===== config.mk =====
export PLATFORM = sky130hd
export DESIGN_NAME = argmax_stream_ctrl
export DESIGN_NICKNAME = d
export VERILOG_FILES = /design/src/rtl/argmax_stream_ctrl.sv
export SDC_FILE = /design/constraint.sdc
export NUM_CORES = 1
export LEC_CHECK = 0
export CAP_MARGIN = 25
export CORE_ASPECT_RATIO = 1.1
export CORE_MARGIN = 2
export CORE_UTILIZATION = 47
export CTS_CLUSTER_SIZE = 25
export DETAILED_ROUTE_END_ITERATION = 8
export PLACE_DENSITY = 0.85
export SKIP_CTS_REPAIR_TIMING = 1
export SLEW_MARGIN = 30
export SYNTH_ARGS = -nofsm -noshare
export SYNTH_HDL_FRONTEND = slang
export SYNTH_SLANG_ARGS = --single-unit

===== constraint.sdc =====
create_clock -name clk -period 3.6 [get_ports clk]
set_clock_uncertainty 0.1 [all_clocks]
set_input_delay 0.72 -clock clk [delete_from_list [all_inputs] [get_ports clk]]
set_output_delay 0.72 -clock clk [all_outputs]
set_load 0.02 [all_outputs]

===== src/rtl/argmax_stream_ctrl.sv =====
// argmax_stream_ctrl: serial running-max classifier head.
// Takes NUM_IN signed scores one beat at a time and reports the winning index.
module argmax_stream_ctrl #(
    parameter int DATA_W = 16,
    parameter int NUM_IN = 10,
    parameter int IDX_W  = 4
) (
    input  logic              clk,
    input  logic              rst_n,
    input  logic              start,
    input  logic              clear,
    output logic              busy,
    input  logic              in_valid,
    output logic              in_ready,
    input  logic [DATA_W-1:0] in_data,
    input  logic              in_last,
    output logic              out_valid,
    input  logic              out_ready,
    output logic [IDX_W-1:0]  out_index,
    output logic [DATA_W-1:0] out_max,
    output logic              out_err
);

    localparam logic [1:0] S_IDLE    = 2'd0;
    localparam logic [1:0] S_COLLECT = 2'd1;
    localparam logic [1:0] S_HOLD    = 2'd2;

    localparam logic [IDX_W-1:0] LAST_BEAT = IDX_W'(NUM_IN - 1);

    logic [1:0]        r_state;
    logic [IDX_W-1:0]  r_cnt;
    logic              r_err;
    logic [IDX_W-1:0]  r_idx;
    logic [DATA_W-1:0] r_max;

    logic w_accept;
    logic w_final;
    logic w_update;
    logic w_done;

    // Beat 0 always loads; later beats replace only on a strictly greater score,
    // so ties keep the lowest index. clear blocks acceptance.
    always_comb begin
        w_accept = (r_state == S_COLLECT) && in_valid && !clear;
        w_final  = (r_cnt == LAST_BEAT);
        w_update = (r_cnt == '0) || ($signed(in_data) > $signed(r_max));
        w_done   = w_accept && (in_last || w_final);
    end

    // Control FSM; clear overrides every other event.
    always_ff @(posedge clk or negedge rst_n) begin
        if (!rst_n) begin
            r_state <= S_IDLE;
        end else if (clear) begin
            r_state <= S_IDLE;
        end else begin
            case (r_state)
                S_IDLE:    if (start)     r_state <= S_COLLECT;
                S_COLLECT: if (w_done)    r_state <= S_HOLD;
                S_HOLD:    if (out_ready) r_state <= S_IDLE;
                default:                  r_state <= S_IDLE;
            endcase
        end
    end

    // Beat counter and framing error: an early in_last or a missing final
    // in_last both flag the result.
    always_ff @(posedge clk or negedge rst_n) begin
        if (!rst_n) begin
            r_cnt <= '0;
            r_err <= 1'b0;
        end else if (clear) begin
            r_cnt <= '0;
        end else if ((r_state == S_IDLE) && start) begin
            r_cnt <= '0;
            r_err <= 1'b0;
        end else if (w_accept) begin
            if (!w_done) r_cnt <= r_cnt + 1'b1;
            if (in_last != w_final) r_err <= 1'b1;
        end
    end

    // Running maximum and its index double as the result registers,
    // so they stay frozen in HOLD and across a clear.
    always_ff @(posedge clk or negedge rst_n) begin
        if (!rst_n) begin
            r_idx <= '0;
            r_max <= '0;
        end else if (w_accept && w_update) begin
            r_idx <= r_cnt;
            r_max <= in_data;
        end
    end

    // Handshake outputs decoded from the state.
    always_comb begin
        busy      = (r_state != S_IDLE);
        in_ready  = (r_state == S_COLLECT);
        out_valid = (r_state == S_HOLD);
        out_err   = (r_state == S_HOLD) && r_err;
        out_index = r_idx;
        out_max   = r_max;
    end

endmodule


; ---- After elaboration in Yosys (flattened, before gate mapping)
; Cells that the tools add are included.
[op_classes]
addsub = 1
mul = 0
div = 0
order_cmp = 1
eq_ne = 8
shifts = 0
n_mux = 12
n_bitwise = 1
reduce_logical = 18
[ops]
columns = operator, count
row1 = $gt 16x16->1, 1
row2 = $mux 4, 4
row3 = $ne 3x2->1 const B, 3
row4 = $mux 2, 4
row5 = $logic_and 1x1->1, 6
row6 = $pmux 2 s3, 1
row7 = $reduce_and 3->1, 2
row8 = $reduce_bool 2->1, 3
row9 = $add 4x1->4 const B, 1
row10 = $eq 4x4->1 const B, 1
row11 = $logic_not 4->1, 1
row12 = $mux 1, 3
row13 = $ne 3x3->1 const B, 1
row14 = $reduce_bool 3->1, 1
row15 = $eq 2x1->1 const B, 1
row16 = $eq 2x2->1 const B, 1
row17 = $logic_not 2->1, 1
row18 = $logic_or 1x1->1, 2
row19 = $reduce_and 2->1, 1
row20 = $logic_not 1->1, 1
row21 = $ne 1x1->1, 1
row22 = $not 1->1, 1
[totals]
regBits = 27
latch_bits = 0
ramBits = 0
mem_bits_ro = 0
inputBits = 23
out_inout_bits = 24
wordCells = 46
mem_count = 0

; ---- Depth between registers and ports, before layout
; Gate-level depths: netlist of run 1.
[depth]
ltp_word = 8
ltp_mapped = 10
ltp_nobuf = 8

; ---- Least setup slack after synthesis of run 1
; No wires, ideal clock.
[synth_timing]
path_type = in2reg
from = input in_data[15]
to = register r_idx[0], in the netlist out_index[0]
setup_time_ns = 0.125
arrival_time_ns = 2.649
required_ns = 3.375
setup_slack_ns = 0.726
cell_stages = 9
n_path_buf = 2
path_cell_list = ha_1 -> nand4_1 -> nor2_1 -> or4_1 -> a31oi_2 -> a31o_1 -> buf_6 -> buf_12 -> mux2_4
[synth_between]
elab_chain_cells = 3
[synth_lines]
columns = item, line_no
row1 = from (decl), 15  ; input logic [DATA_W-1:0] in_data,
row2 = $gt 16x16->1, 46  ; w_update = (r_cnt == '0) || ($signed(in_data) > $signed(r_max));
row3 = $logic_or 1x1->1, 46
row4 = $logic_and 1x1->1, 89  ; end else if (w_accept && w_update) begin
row5 = to (signal assigned), 90  ; r_idx <= r_cnt;
row6 = to (decl), 33  ; logic [IDX_W-1:0] r_idx;
; Every way passes these cells.
; A chain may end at the register's enable or synchronous reset.

; ---- Final worst setup path of run 1
[layout_timing]
from = input in_data[14]
to = register r_max[9], in the netlist out_max[9]
[layout_between]
elab_chain_cells = 3
[layout_lines]
columns = item, line_no
row1 = $gt 16x16->1, 46
row2 = $logic_or 1x1->1, 46
row3 = $logic_and 1x1->1, 89
row4 = to (signal assigned), 91  ; r_max <= in_data;
row5 = to (decl), 34  ; logic [DATA_W-1:0] r_max;
; Every way passes these cells.

==> flow_metrics.py, run 1 <==
metrics = {
    "clock_tree": {
        "cts_tree": "yes",
        "cts_buffers": 3,
        "clock_latency_ns": 0.33,
        "cts-root-buf": "clkbuf_4",
        "cts_buffer_depth": 2,
        "cts_sinks": 27,
        "clk_transition_reported_paths_ns": 0.14,
        "cts_max_level": 1,
    },
    "power_and_ir_drop": {
        "power.combinational.fraction_pct": 54.4,
        "p_leak_nw": 1.03,
        "p_sw_share_pct": 37.8,
        "intPower_w": 0.000832,
        "peakVddDrop_uv": 403,
        "p_switching_w": 0.000506,
        "power_frac_seq_pct": 35.6,
        "p_clk_share_pct": 10.0,
        "powerDensity_nw_per_um2": 613,
        "post-layout-total-power_w": 0.00134,
    },
    "setup_path": {
        "crit_end": "out_max[9]$_DFFE_PN0P_",
        "cp-startpoint": "in_data[14]",
        "r2r-start": "out_max[15]$_DFFE_PN0P_",
        "r2r_setup_slack_ns": 0.91,
        "cp_max_fo": 11,
        "crit_path_end_kind": "register",
        "cp.arrival_ns": 3.22,
        "crit-reg2reg-capture": "out_max[9]$_DFFE_PN0P_",
        "worst-r2r-cell-count": 9,
        "critical_path_class": "primary input to register",
        "required_ns": 3.73,
        "startpoint_type": "primary input",
    },
    "cells_and_area": {
        "layout.nets": 249,
        "final-seq-area_sq_um": 676,
        "multi_input_area_sq_um": 851,
        "nFillCells": 275,
        "area_growth_pct": 32.4,
        "drive_gt1_share_pct": 12.7,
        "antenna_cells": 0,
    },
    "place": {
        "hpwl_um": 2520,
        "globalplace.congestion": 0.826,
        "numPortBuffers": 46,
    },
    "sta": {
        "drv_slew": 0,
        "worst_pin_slew_ns": 0.338,
        "period_share_pct": 85.8,
        "max_freq_mhz": 324,
        "final_hold_viol_count": 0,
        "relSlewSlack_pct": 77.5,
        "setup_violations": 0,
        "fin_crit_ns": 3.09,
        "tns_ns": 0,
        "rsz0062_at_grt": "false",
    },
    "hold_path": {
        "min_from": "r_state[1]$_DFFE_PN0P_",
        "min_path_type": "register to register",
    },
    "status": {
        "outcome": "completed",
    },
    "drt": {
        "finalWirelength_um": 3220,
        "drt_iter0_drc": 52,
        "vias": 1251,
        "wl_per_cell_um": 12.7,
        "drc": 0,
        "antenna_left": 0,
        "via_per_inst": 4.94,
        "drt-pass1-iter-count": 4,
    },
    "global_route": {
        "track_usage_pct": 18.4,
        "grt_pass1_vias": 1379,
        "gr-total-overflow": 0,
        "grt_pass1_wl_um": 5650,
        "antenna_found_initial": 0,
        "grt_max_degree": 28,
    },
    "logic_synthesis": {
        "yosys.cell_types.count": 33,
        "syn_area_sq_um": 1650,
        "ys_warn_count": 0,
        "synthCells": 155,
        "async_reset_ff_share_pct": 100,
        "synth_ff_type": "dfrtp_1",
        "synth-edff-count": 0,
        "syn_avg_cell_area_sq_um": 10.6,
        "synthesis.nets": 198,
        "ys_seq_area_share_pct": 41.0,
        "ys_ff_latch": 27,
    },
    "die": {
        "start_util_pct": 49.1,
        "die_area_sq_um": 4000,
        "io-pin-count": 47,
        "fp.coreArea_sq_um": 3360,
        "rows": 22,
        "die_h_um": 66.1,
        "die_w_um": 60.5,
    },
    "job": {
        "drv_cap": 0,
    },
}
## per-stage QoR
step           area [sq um]  worst slack, ns  cells  util, %  hold slack, ns
2_1_floorplan          1650            0.726    155        -           0.324
3_3_place_gp           2160            0.221    249     64.2           0.397
3_5_place_dp           2160            0.149    249     64.2           0.404
4_1_cts                2180            0.510    253     65.0           0.426
5_1_grt                2180            0.411    253     65.0           0.460
6_report               2180            0.512    253     65.0           0.424
## layout make-up
class,count,share of cell area [%]
clock buffer,4,1.20
inverter,23,3.96
multi-input combinational,102,39.0
sequential,27,31.0
tap,48,2.75
timing repair buffer,49,22.1
## layout by cell type, fill, tap and decap left out, types with 2 or more instances in the layout
cell type | Yosys | final
mux2_4 | 10 | 10
a21oi_1 | 7 | 7
nand4_1 | 3 | 3
a21o_1 | 2 | 2
ha_1 | 20 | 20
xor2_1 | 2 | 2
buf_4 | 0 | 3
nand2_1 | 14 | 14
dfrtp_1 | 27 | 27
nor2_1 | 11 | 11
inv_1 | 23 | 23
nor3_1 | 4 | 4
o21ai_0 | 3 | 3
clkbuf_4 | 0 | 3
mux2_2 | 8 | 8
nor2b_1 | 2 | 2
clkdlybuf4s50_1 | 0 | 46
## power by group through the flow
stage | Combinational [W] | Sequential (W) | Clock [W]
floorplan | 0.000332 | 0.000585 | 0
global placement | 0.000713 | 0.000479 | 0
detailed placement | 0.000728 | 0.000483 | 0
CTS | 0.000737 | 0.000477 | 0.000139
global route | 0.000798 | 0.000491 | 0.000154
finish | 0.000728 | 0.000476 | 0.000134
## metal layers
metal | wire [um] | track usage (%)
met1 | 1490 | 24.0
met3 | 118 | 1.76
met5 | 0 | 0
met2 | 1570 | 32.1
met4 | 34 | 4.89
## registers in the layout, indices dropped and copies added (netlist names)
register,count
out_max,16
out_index,4
r_cnt,4
r_state,2
r_err,1
## worst min path at each step
stage / slack [ns] / cells after the start / end
floorplan: 0.32 / 0 / out_index[0]$_DFFE_PN0P_
global placement: 0.40 / 1 / r_state[0]$_DFFE_PN0P_
detailed placement: 0.40 / 1 / out_index[1]$_DFFE_PN0P_
CTS: 0.43 / 1 / r_state[0]$_DFFE_PN0P_
global route: 0.46 / 1 / out_index[1]$_DFFE_PN0P_
finish: 0.42 / 1 / r_state[0]$_DFFE_PN0P_
## kinds of logic after synthesis
family | synth area share [%]
AOI/OAI and AO/OA | 8.12
xor gates and xnor gates | 1.59
adders and majority gates | 15.2
buffers and inverters | 7.36
DFF | 41.0
muxes | 15.2
and+or+nand+nor | 11.5
## cells in the mapped netlist (all sizes together), types with 2 or more instances
| library cell | count | area share (%) |
|---|---|---|
| dfrtp | 27 | 41 |
| inv | 23 | 5.2 |
| ha | 20 | 15 |
| mux2 | 18 | 15 |
| nand2 | 14 | 3.2 |
| nor2 | 11 | 2.5 |
| a21oi | 7 | 2.1 |
| nor3 | 4 | 1.2 |
| nand4 | 3 | 1.1 |
| o21ai | 3 | 0.91 |
| a21o | 2 | 0.91 |
| a31oi | 2 | 1.1 |
| buf | 2 | 1.9 |
| nor2b | 2 | 0.76 |
| xor2 | 2 | 1.1 |
## worst max-delay path, cell delays in order
cell,delay [ns]
clkdlybuf4s50_1,0.45
ha_1,0.33
nand4_1,0.15
nor2_1,0.08
or4_1,0.48
a31oi_2,0.27
a31o_1,0.16
buf_4,0.22
mux2_2,0.35
Note: power is estimated with default switching activity, not from simulation.
==> inputs of run 2 (changes only) <==
--- a/config.mk
+++ b/config.mk
@@ -17,3 +17,4 @@
 export SYNTH_ARGS = -nofsm -noshare
 export SYNTH_HDL_FRONTEND = slang
 export SYNTH_SLANG_ARGS = --single-unit
+export TNS_END_PERCENT = 100
==> results of run 2 <==
The final DEF is identical to that of run 1; final timing and power are the same.
==> inputs of run 3 (changes only) <==
--- a/config.mk
+++ b/config.mk
@@ -5,10 +5,11 @@
 export SDC_FILE = /design/constraint.sdc
 export NUM_CORES = 1
 export LEC_CHECK = 0
+export ABC_AREA = 1
 export CAP_MARGIN = 25
 export CORE_ASPECT_RATIO = 1.1
 export CORE_MARGIN = 2
-export CORE_UTILIZATION = 47
+export CORE_UTILIZATION = 48
 export CTS_CLUSTER_SIZE = 25
 export DETAILED_ROUTE_END_ITERATION = 8
 export PLACE_DENSITY = 0.85
==> run 3 against run 2 <==
Against the previous run:
- register-to-register slack improved by 0.39 ns
- flip-flop and latch count is the same
- non-clock buffer count is 2 lower
- design area up 4.5%
- first-iteration DRC count is 33% higher
- sequential share of layout area down 1.3 points
- critical path depth up 5
- largest cell class unchanged
- highest routed layer unchanged
==> flow_metrics.py, run 3 <==
metrics = {
    "drt": {
        "topRoutingLayerUsed": "met4",
        "antenna_left": 0,
        "wl_met2_um": 1870,
        "via_per_inst": 4.86,
        "wl_per_cell_um": 11.4,
        "drt-pass1-iter-count": 6,
        "wl_met1_um": 1520,
        "drc": 0,
        "drt_iter0_drc": 69,
        "finalWirelength_um": 3580,
        "met3_length_um": 150,
        "vias": 1525,
    },
    "sta": {
        "max_freq_mhz": 357,
        "setup_violations": 0,
        "fin_crit_ns": 2.80,
        "worst_pin_slew_ns": 0.352,
        "drv_slew": 0,
        "tns_ns": 0,
        "final_hold_viol_count": 0,
        "rsz0062_at_grt": "false",
        "period_share_pct": 77.7,
        "relSlewSlack_pct": 76.5,
    },
    "power_and_ir_drop": {
        "peakVddDrop_uv": 221,
        "intPower_w": 0.000695,
        "p_switching_w": 0.000450,
        "p_sw_share_pct": 39.3,
        "p_leak_nw": 1.17,
        "power_frac_seq_pct": 37.2,
        "powerDensity_nw_per_um2": 502,
        "p_clk_share_pct": 15.4,
        "power.combinational.fraction_pct": 47.4,
    },
    "clock_tree": {
        "clock_latency_ns": 0.28,
        "clk_transition_reported_paths_ns": 0.10,
        "cts_max_level": 1,
        "cts_sinks": 27,
        "cts_tree": "yes",
        "cts_buffers": 3,
        "cts_buffer_depth": 2,
        "cts-root-buf": "clkbuf_8",
    },
    "cells_and_area": {
        "drive_gt1_share_pct": 10.6,
        "area_growth_pct": 29.8,
        "mostFrequentLayoutCells": "55 x nand2_1, 46 x clkdlybuf4s50_1, 35 x inv_1",
        "layout.nets": 308,
        "antenna_cells": 0,
        "finalInstanceArea_sq_um": 2280,
        "largest_reg_flops": 16,
        "final_common_cell": "nand2_1",
    },
    "global_route": {
        "track_usage_pct": 18.9,
        "gr-total-overflow": 0,
        "grt_pass1_wl_um": 6050,
        "grt_max_degree": 28,
        "antenna_found_initial": 0,
        "grt_pass1_vias": 1506,
    },
    "place": {
        "dpl_cell_area_sq_um": 2230,
        "globalplace.congestion": 0.830,
        "hpwl_um": 2760,
        "numPortBuffers": 46,
    },
    "logic_synthesis": {
        "syn_avg_cell_area_sq_um": 8.02,
        "async_reset_ff_share_pct": 100,
        "synth_top_area_share_pct": 38.5,
        "yosysTopAreaCell": "dfrtp_1",
        "synthTopCellsByArea": "dfrtp_1 38%, ha_1 14%, nand2_1 12%",
        "synthCells": 219,
        "synth-edff-count": 0,
        "ys_seq_area_share_pct": 38.5,
        "synth_ff_type": "dfrtp_1",
        "ys_warn_count": 0,
        "synth_common_cells": "55 x nand2_1, 35 x inv_1, 27 x dfrtp_1, 27 x nand3_1, 20 x ha_1",
        "synth.most_common_cell": "nand2_1",
        "ys_ff_latch": 27,
        "syn_area_sq_um": 1760,
        "yosys.cell_types.count": 24,
        "synthesis.nets": 262,
    },
    "setup_path": {
        "critical_path_class": "primary input to register",
        "crit_end": "out_max[12]$_DFFE_PN0P_",
        "critPathSlowestCell": "clkdlybuf4s50_1",
        "r2r_setup_slack_ns": 1.30,
        "cp.arrival_ns": 2.87,
        "cp-startpoint": "in_data[7]",
        "r2r-start": "out_max[15]$_DFFE_PN0P_",
        "cpMostUsedCell": "nand2_1",
        "cp_max_fo": 21,
        "worst-r2r-cell-count": 13,
        "crit_path_end_kind": "register",
        "crit-reg2reg-capture": "out_max[12]$_DFFE_PN0P_",
        "startpoint_type": "primary input",
        "cpPeakStageDelay_ns": 0.44,
        "crit_chain": "clkdlybuf4s50_1 -> ha_1 -> nand2_2 -> inv_1 -> a21oi_1 -> nand3_1 -> nand2_1 -> nand3_1 -> nand2_1 -> nand2_2 -> nand2_4 -> nand2_4 -> nand2_1 -> nand2_1",
        "required_ns": 3.67,
    },
    "die": {
        "die_h_um": 67.5,
        "rows": 23,
        "fp.coreArea_sq_um": 3570,
        "start_util_pct": 49.2,
        "die_w_um": 61.7,
        "die_area_sq_um": 4160,
        "io-pin-count": 47,
    },
    "status": {
        "outcome": "completed",
    },
    "hold_path": {
        "min_path_type": "register to register",
    },
    "job": {
        "drv_cap": 0,
    },
}
-- run 3: power groups by stage --
stage | registers (W) | clock network [W] | logic (W)
finish | 0.000427 | 0.000176 | 0.000543
global route | 0.000435 | 0.000189 | 0.000618
CTS | 0.000427 | 0.000179 | 0.000548
detailed placement | 0.000433 | 0 | 0.000544
global placement | 0.000432 | 0 | 0.000527
floorplan | 0.000502 | 0 | 0.000254
-- run 3: logic make-up after synthesis --
family                   Yosys count  synth area share [%]
buffers and inverters             43                  10.9
flip-flops                        27                  38.5
XOR/XNOR                           1                 0.499
adder cells (fa/ha/maj)           20                  14.2
AO/OA/AOI/OAI                     12                  3.77
AND/OR/NAND/NOR                  116                  32.1
-- run 3: worst min-delay path by stage --
stage          cells after the start  slack (ns)                       end                      from
6_report                           2        0.41    out_max[7]$_DFFE_PN0P_    out_max[7]$_DFFE_PN0P_
5_1_grt                            2        0.44    out_max[7]$_DFFE_PN0P_    out_max[7]$_DFFE_PN0P_
4_1_cts                            2        0.41    out_max[8]$_DFFE_PN0P_    out_max[8]$_DFFE_PN0P_
3_5_place_dp                       2        0.39  out_index[2]$_DFFE_PN0P_  out_index[2]$_DFFE_PN0P_
3_3_place_gp                       2        0.39   out_max[12]$_DFFE_PN0P_   out_max[12]$_DFFE_PN0P_
2_1_floorplan                      0        0.32  out_index[0]$_DFFE_PN0P_                     rst_n
-- run 3: per-layer routing --
| metal | vias up | GRT usage (%) |
|---|---|---|
| met2 | 28 | 34.9 |
| met3 | 4 | 3.07 |
| li1 | 779 | - |
| met5 | - | 0 |
| met4 | 0 | 5.85 |
| met1 | 714 | 21.7 |
-- run 3: through the flow --
stage	hold slack [ns]	util, %	worst slack, ns	total power, W	instances
final	0.409	63.9	0.802	0.00115	314
after global routing	0.440	63.9	0.601	0.00124	314
after CTS	0.412	63.9	0.836	0.00115	314
after detailed placement	0.389	62.6	0.549	0.000977	310
after global placement	0.385	62.6	0.599	0.000959	310
after floorplan	0.324	-	1.42	0.000756	219
-- run 3: critical path: cells and delay by family --
family,cells,cell delay [ns]
buffers and inverters,2,0.48
adder cells (fa/ha/maj),1,0.34
AND/OR/NAND/NOR,10,1.14
AO/OA/AOI/OAI,1,0.17
-- run 3: area by class of cell --
type | count | area [sq um]
clock inverters | 1 | 5.00
inverters | 37 | 139
multi-input cells | 149 | 890
flip-flops and latches | 27 | 676
repair buffers | 47 | 468
clock buffers | 3 | 41.3
fillers | 330 | 1290
well taps | 50 | 62.6
